### src/rtl/imm_gen_pipe_pkg.sv
// imm_defs: format encodings and field widths shared by the immediate generator pipeline.
package imm_defs;
    localparam int SRC_W = 3;
    localparam int INM_W = 25;
    typedef enum logic [SRC_W-1:0] {
        SRC_I = 3'b000,
        SRC_S = 3'b001,
        SRC_B = 3'b010,
        SRC_J = 3'b011,
        SRC_U = 3'b100
    } src_e;
    function automatic logic is_illegal(input logic [SRC_W-1:0] src);
        return src > SRC_U;
    endfunction
endpackage

### src/rtl/imm_gen_pipe_slice.sv
// imm_pipe_slice: one elastic register slice; accepts when empty or when its own entry leaves.
module imm_pipe_slice #(
    parameter int W = 8
) (
    input  logic         clk,
    input  logic         reset,
    input  logic         in_valid,
    output logic         in_ready,
    input  logic [W-1:0] in_data,
    output logic         out_valid,
    input  logic         out_ready,
    output logic [W-1:0] out_data
);
    logic         valid_q, valid_d;
    logic [W-1:0] data_q, data_d;
    assign in_ready  = !valid_q || out_ready;
    assign valid_d   = in_ready ? in_valid : valid_q;
    assign data_d    = (in_ready && in_valid) ? in_data : data_q;
    assign out_valid = valid_q;
    assign out_data  = data_q;
    always_ff @(posedge clk) begin
        if (reset) begin
            valid_q <= 1'b0;
            data_q  <= '0;
        end else begin
            valid_q <= valid_d;
            data_q  <= data_d;
        end
    end
endmodule

### src/rtl/imm_gen_pipe.sv
// imm_gen_pipe: decodes RISC-V I/S/B/J/U immediates, extends to XLEN and carries them
// with src/tag/illegal through STAGES elastic slices; counts accepted illegal formats.
module imm_gen_pipe
    import imm_defs::*;
#(
    parameter int XLEN     = 32,
    parameter int STAGES   = 2,
    parameter int SIGN_EXT = 1,
    parameter int TAG_W    = 5,
    parameter int CNT_W    = 8
) (
    input  logic             clk,
    input  logic             reset,
    input  logic             in_valid,
    output logic             in_ready,
    input  logic [INM_W-1:0] in_inm,
    input  logic [SRC_W-1:0] in_src,
    input  logic [TAG_W-1:0] in_tag,
    output logic             out_valid,
    input  logic             out_ready,
    output logic [XLEN-1:0]  out_imm,
    output logic [SRC_W-1:0] out_src,
    output logic [TAG_W-1:0] out_tag,
    output logic             out_illegal,
    output logic [CNT_W-1:0] illegal_cnt
);
    localparam int P = XLEN + SRC_W + TAG_W + 1;
    logic            sgn, ill;
    logic [XLEN-1:0] fill, u_imm, imm;
    logic [P-1:0]    dat [STAGES+1];
    logic            vld [STAGES+1];
    logic            rdy [STAGES+1];
    logic [CNT_W-1:0] cnt_q, cnt_d;
    always_comb begin
        sgn   = (SIGN_EXT != 0) && in_inm[24];
        ill   = is_illegal(in_src);
        fill  = {XLEN{sgn}};
        u_imm = fill;
        u_imm[31:0] = {in_inm[24:5], 12'b0};
        imm = (in_src == SRC_I) ? {fill[XLEN-1:12], in_inm[24:13]} :
              (in_src == SRC_S) ? {fill[XLEN-1:12], in_inm[24:18], in_inm[4:0]} :
              (in_src == SRC_B) ? {fill[XLEN-1:13], in_inm[24], in_inm[0], in_inm[23:18], in_inm[4:1], 1'b0} :
              (in_src == SRC_J) ? {fill[XLEN-1:21], in_inm[24], in_inm[12:5], in_inm[13], in_inm[23:14], 1'b0} :
              (in_src == SRC_U) ? u_imm : '0;
    end
    assign dat[0]      = {imm, in_src, in_tag, ill};
    assign vld[0]      = in_valid;
    assign in_ready    = rdy[0];
    assign rdy[STAGES] = out_ready;
    for (genvar i = 0; i < STAGES; i++) begin : g_slice
        imm_pipe_slice #(.W(P)) u_slice (
            .clk      (clk),
            .reset    (reset),
            .in_valid (vld[i]),
            .in_ready (rdy[i]),
            .in_data  (dat[i]),
            .out_valid(vld[i+1]),
            .out_ready(rdy[i+1]),
            .out_data (dat[i+1])
        );
    end
    assign out_valid = vld[STAGES];
    assign {out_imm, out_src, out_tag, out_illegal} = dat[STAGES];
    // Saturate rather than wrap so a stuck-high count stays visible.
    assign cnt_d = (in_valid && rdy[0] && ill && cnt_q != {CNT_W{1'b1}}) ? cnt_q + 1'b1 : cnt_q;
    assign illegal_cnt = cnt_q;
    always_ff @(posedge clk) begin
        if (reset) cnt_q <= '0;
        else       cnt_q <= cnt_d;
    end
endmodule

### config.mk
export PLATFORM = sky130hd
export DESIGN_NAME = imm_gen_pipe
export DESIGN_NICKNAME = d
export VERILOG_FILES = /design/src/rtl/imm_gen_pipe_pkg.sv /design/src/rtl/imm_gen_pipe_slice.sv /design/src/rtl/imm_gen_pipe.sv
export SDC_FILE = /design/constraint.sdc
export NUM_CORES = 1
export LEC_CHECK = 0
export CAP_MARGIN = 0
export CORE_MARGIN = 2
export CORE_UTILIZATION = 30
export DETAILED_ROUTE_END_ITERATION = 16
export GPL_ROUTABILITY_DRIVEN = 0
export PLACE_DENSITY = 0.5
export REMOVE_ABC_BUFFERS = 1
export SLEW_MARGIN = 30
export SYNTH_ARGS = -nofsm -noshare
export SYNTH_HDL_FRONTEND = slang
export SYNTH_SLANG_ARGS = --single-unit
### constraint.sdc
create_clock -name clk -period 2.6 [get_ports clk]
set_input_delay 0.26 -clock clk [delete_from_list [all_inputs] [get_ports clk]]
set_output_delay 0.26 -clock clk [all_outputs]
set_load 0.005 [all_outputs]
==> flow_summary.toml <==
[die]
die-area_um2 = 13500
ios = 88
die_x_um = 116.2
rows = 40
start_util_pct = 31.04
core_area_um2 = 12160
fp.dieH_um = 116.2

[job]
max_cap_violations = 0

[timing]
skew_ps = 5.278
tightest_slew_ps = 876.9
setup_viol = 0
period_minus_slack_ps = 1951
maxSlewHeadroom_pct = 41.32
rsz0062_at_grt = "no"
fmax_mhz = 512.5
hold_viol_final = 0
slew_violations = 0
whs_ps = 294.5
fin_crit_sh_pct = 75.04
setup_ws_ps = 648.9
fin_setup_tns_ps = 0

[worst_setup_path]
cp_top_family = "simple AND/OR/NAND/NOR gates"
crit_chain = "clkdlybuf4s50_1 > nand3b_2 > or3b_1 > or4_1 > a21oi_1"
crit_required_ps = 2860
slowest_stage = "or3b_1"
worst_path_largest_cell_delay_ps = 590
arrival_ps = 2210
path_class = "primary input to flop"
crit_path_end_kind = "flop"
critPathBufInv = 1
crit_fanout = 17
startpoint_type = "primary input"

[power]
p_seq_share_pct = 48.4
power.switching_uw = 722.3
irDropWorstVdd_uv = 410.1
p_int_uw = 2365
p_leak_uw = 0.001664
p_comb_share_pct = 9.6
total_power_uw = 3088
swShare_pct = 23.39
p_clk_share_pct = 42.0
power_density_nw_per_um2 = 643.5

[hold_path]
worstHoldPathType = "primary input to flop"

[cts]
clockBufferDepth = 2
hold_buffers = 0
path_clk_slew_ps = 60
htree_levels = 3
cts_resized = 0
postCtsSetupRepairBufs = 0
root_buffer = "clkbuf_16"
clock_latency_ps = 340
cts_buffers = 9
cts_tree = "yes"
clock-sinks = 92

[routing]
drt-vias-per-instance = 4.598
drtAntennaViolNets = 0
wirelength_um = 9356
vias = 3113
wl_per_cell_um = 13.82
drc = 0
drt_iter0_drc = 132
drt_first_pass_iters = 4

[global_routing]
first_global_vias = 3107
antenna_found_initial = 0
grt_max_degree = 42
track_usage_pct = 14.46
grt_pass1_wl_um = 15210
overflow = 0

[placed_design]
port_buffers = 87
hpwl_um = 6070
place_ws_ps = 314.8

[yosys]
ys_ff_latch = 92
ys_seq_area_share_pct = 48.79
syn_area_per_cell_um2 = 8.049
syn_inst = 469
yosysWarnings = 0
synth_area_um2 = 3775
synth.distinct_cells = 35

[finish]
area_growth_syn_to_layout_pct = 27.11
diodes = 0
drive_gt1_share_pct = 6.287
num-nets-final = 543

[status]
outcome = "completed"
power groups by stage:
stage          logic [uW]  clock network (uW)  registers, uW
5_1_grt               330                1400           1500
3_5_place_dp          300                   0           1530
2_1_floorplan         122                   0           1520
4_1_cts               301                1340           1490
6_report              295                1300           1490
3_3_place_gp          297                   0           1530
synthesized netlist by cell type, drive strengths merged:
library cell,number,share of area (%)
a211o,1,0.23
a211oi,19,3.8
a21oi,68,9.0
a2bb2oi,4,0.93
and2,4,0.66
buf,43,8.5
clkbuf,29,2.9
dfxtp,92,49
ha,1,0.33
inv,5,0.50
mux2i,6,1.6
nand2,133,13
nand2b,1,0.17
nand3,10,1.3
nand3b,1,0.30
nand4,2,0.33
nor2,26,2.6
nor2b,1,0.17
nor3b,1,0.20
nor4,1,0.17
o21a,1,0.20
o21ai,3,0.50
o21bai,1,0.20
o311ai,1,0.23
o31a,1,0.23
o31ai,2,0.40
o41ai,3,0.70
or3,1,0.17
or3b,2,0.46
or4,5,0.99
xor2,1,0.23
final timing paths:
check / from / endpoint / slack, ps / cells past startpoint
hold / removal: reset / g_slice[1].u_slice.out_data[20] / 290 / 2
setup / recovery: out_ready / illegal_cnt[6] / 650 / 5
setup reg to reg: g_slice[0].u_slice.out_valid / illegal_cnt[6] / 720 / 4
hold reg to reg: g_slice[0].u_slice.out_data[5] / g_slice[1].u_slice.out_data[5] / 450 / 2
per-layer routing:
metal / GRT usage [%] / part of all wire [%] / wire length (um)
met1: 18.39 / 48 / 4458
met2: 24.13 / 46 / 4278
met3: 3.788 / 5.2 / 491
met4: 4.524 / 1.4 / 127
met5: 0 / 0 / 0
sequential cells by signal, indices dropped and copies added (netlist names):
name,count
g_slice.u_slice.out_data,82
illegal_cnt,8
g_slice.u_slice.out_valid,2
metrics by stage:
| stage | cell area (um^2) | util [%] | instances |
|---|---|---|---|
| CTS | 4798 | 39.45 | 677 |
| global placement | 4507 | 37.06 | 662 |
| detailed placement | 4507 | 37.06 | 662 |
| finish | 4798 | 39.45 | 677 |
| global route | 4798 | 39.45 | 677 |
| floorplan | 3344 | - | 397 |
cell usage in the layout, fill, tap and decap left out, drive strengths merged, types with 2 or more instances in the layout:
cell,instances
a211oi,19
a21oi,68
a2bb2oi,4
and2,4
buf,11
clkbuf,10
clkdlybuf4s50,86
clkinv,3
dfxtp,92
inv,5
mux2i,6
nand2,133
nand3,10
nand4,2
nor2,26
o21ai,3
o31ai,2
o41ai,3
or3b,2
or4,5
cell type report:
type	instances	area, um^2
Clock buffer	10	239.0
Timing Repair Buffer	97	943.4
Multi-Input combinational cell	300	1493
Sequential cell	92	1842
Clock inverter	5	52.55
Inverter	5	18.77
Tap cell	168	210.2
Fill cell	1297	7363
logic make-up after synthesis:
kind of cell | share of synthesized area, %
buffers and inverters | 11.90
adders and majority gates | 0.3314
DFF | 48.79
and+or+nand+nor | 20.75
AOI/OAI and AO/OA | 16.41
muxes | 1.591
xor gates and xnor gates | 0.2321
Power figures use the tool's default switching activity.
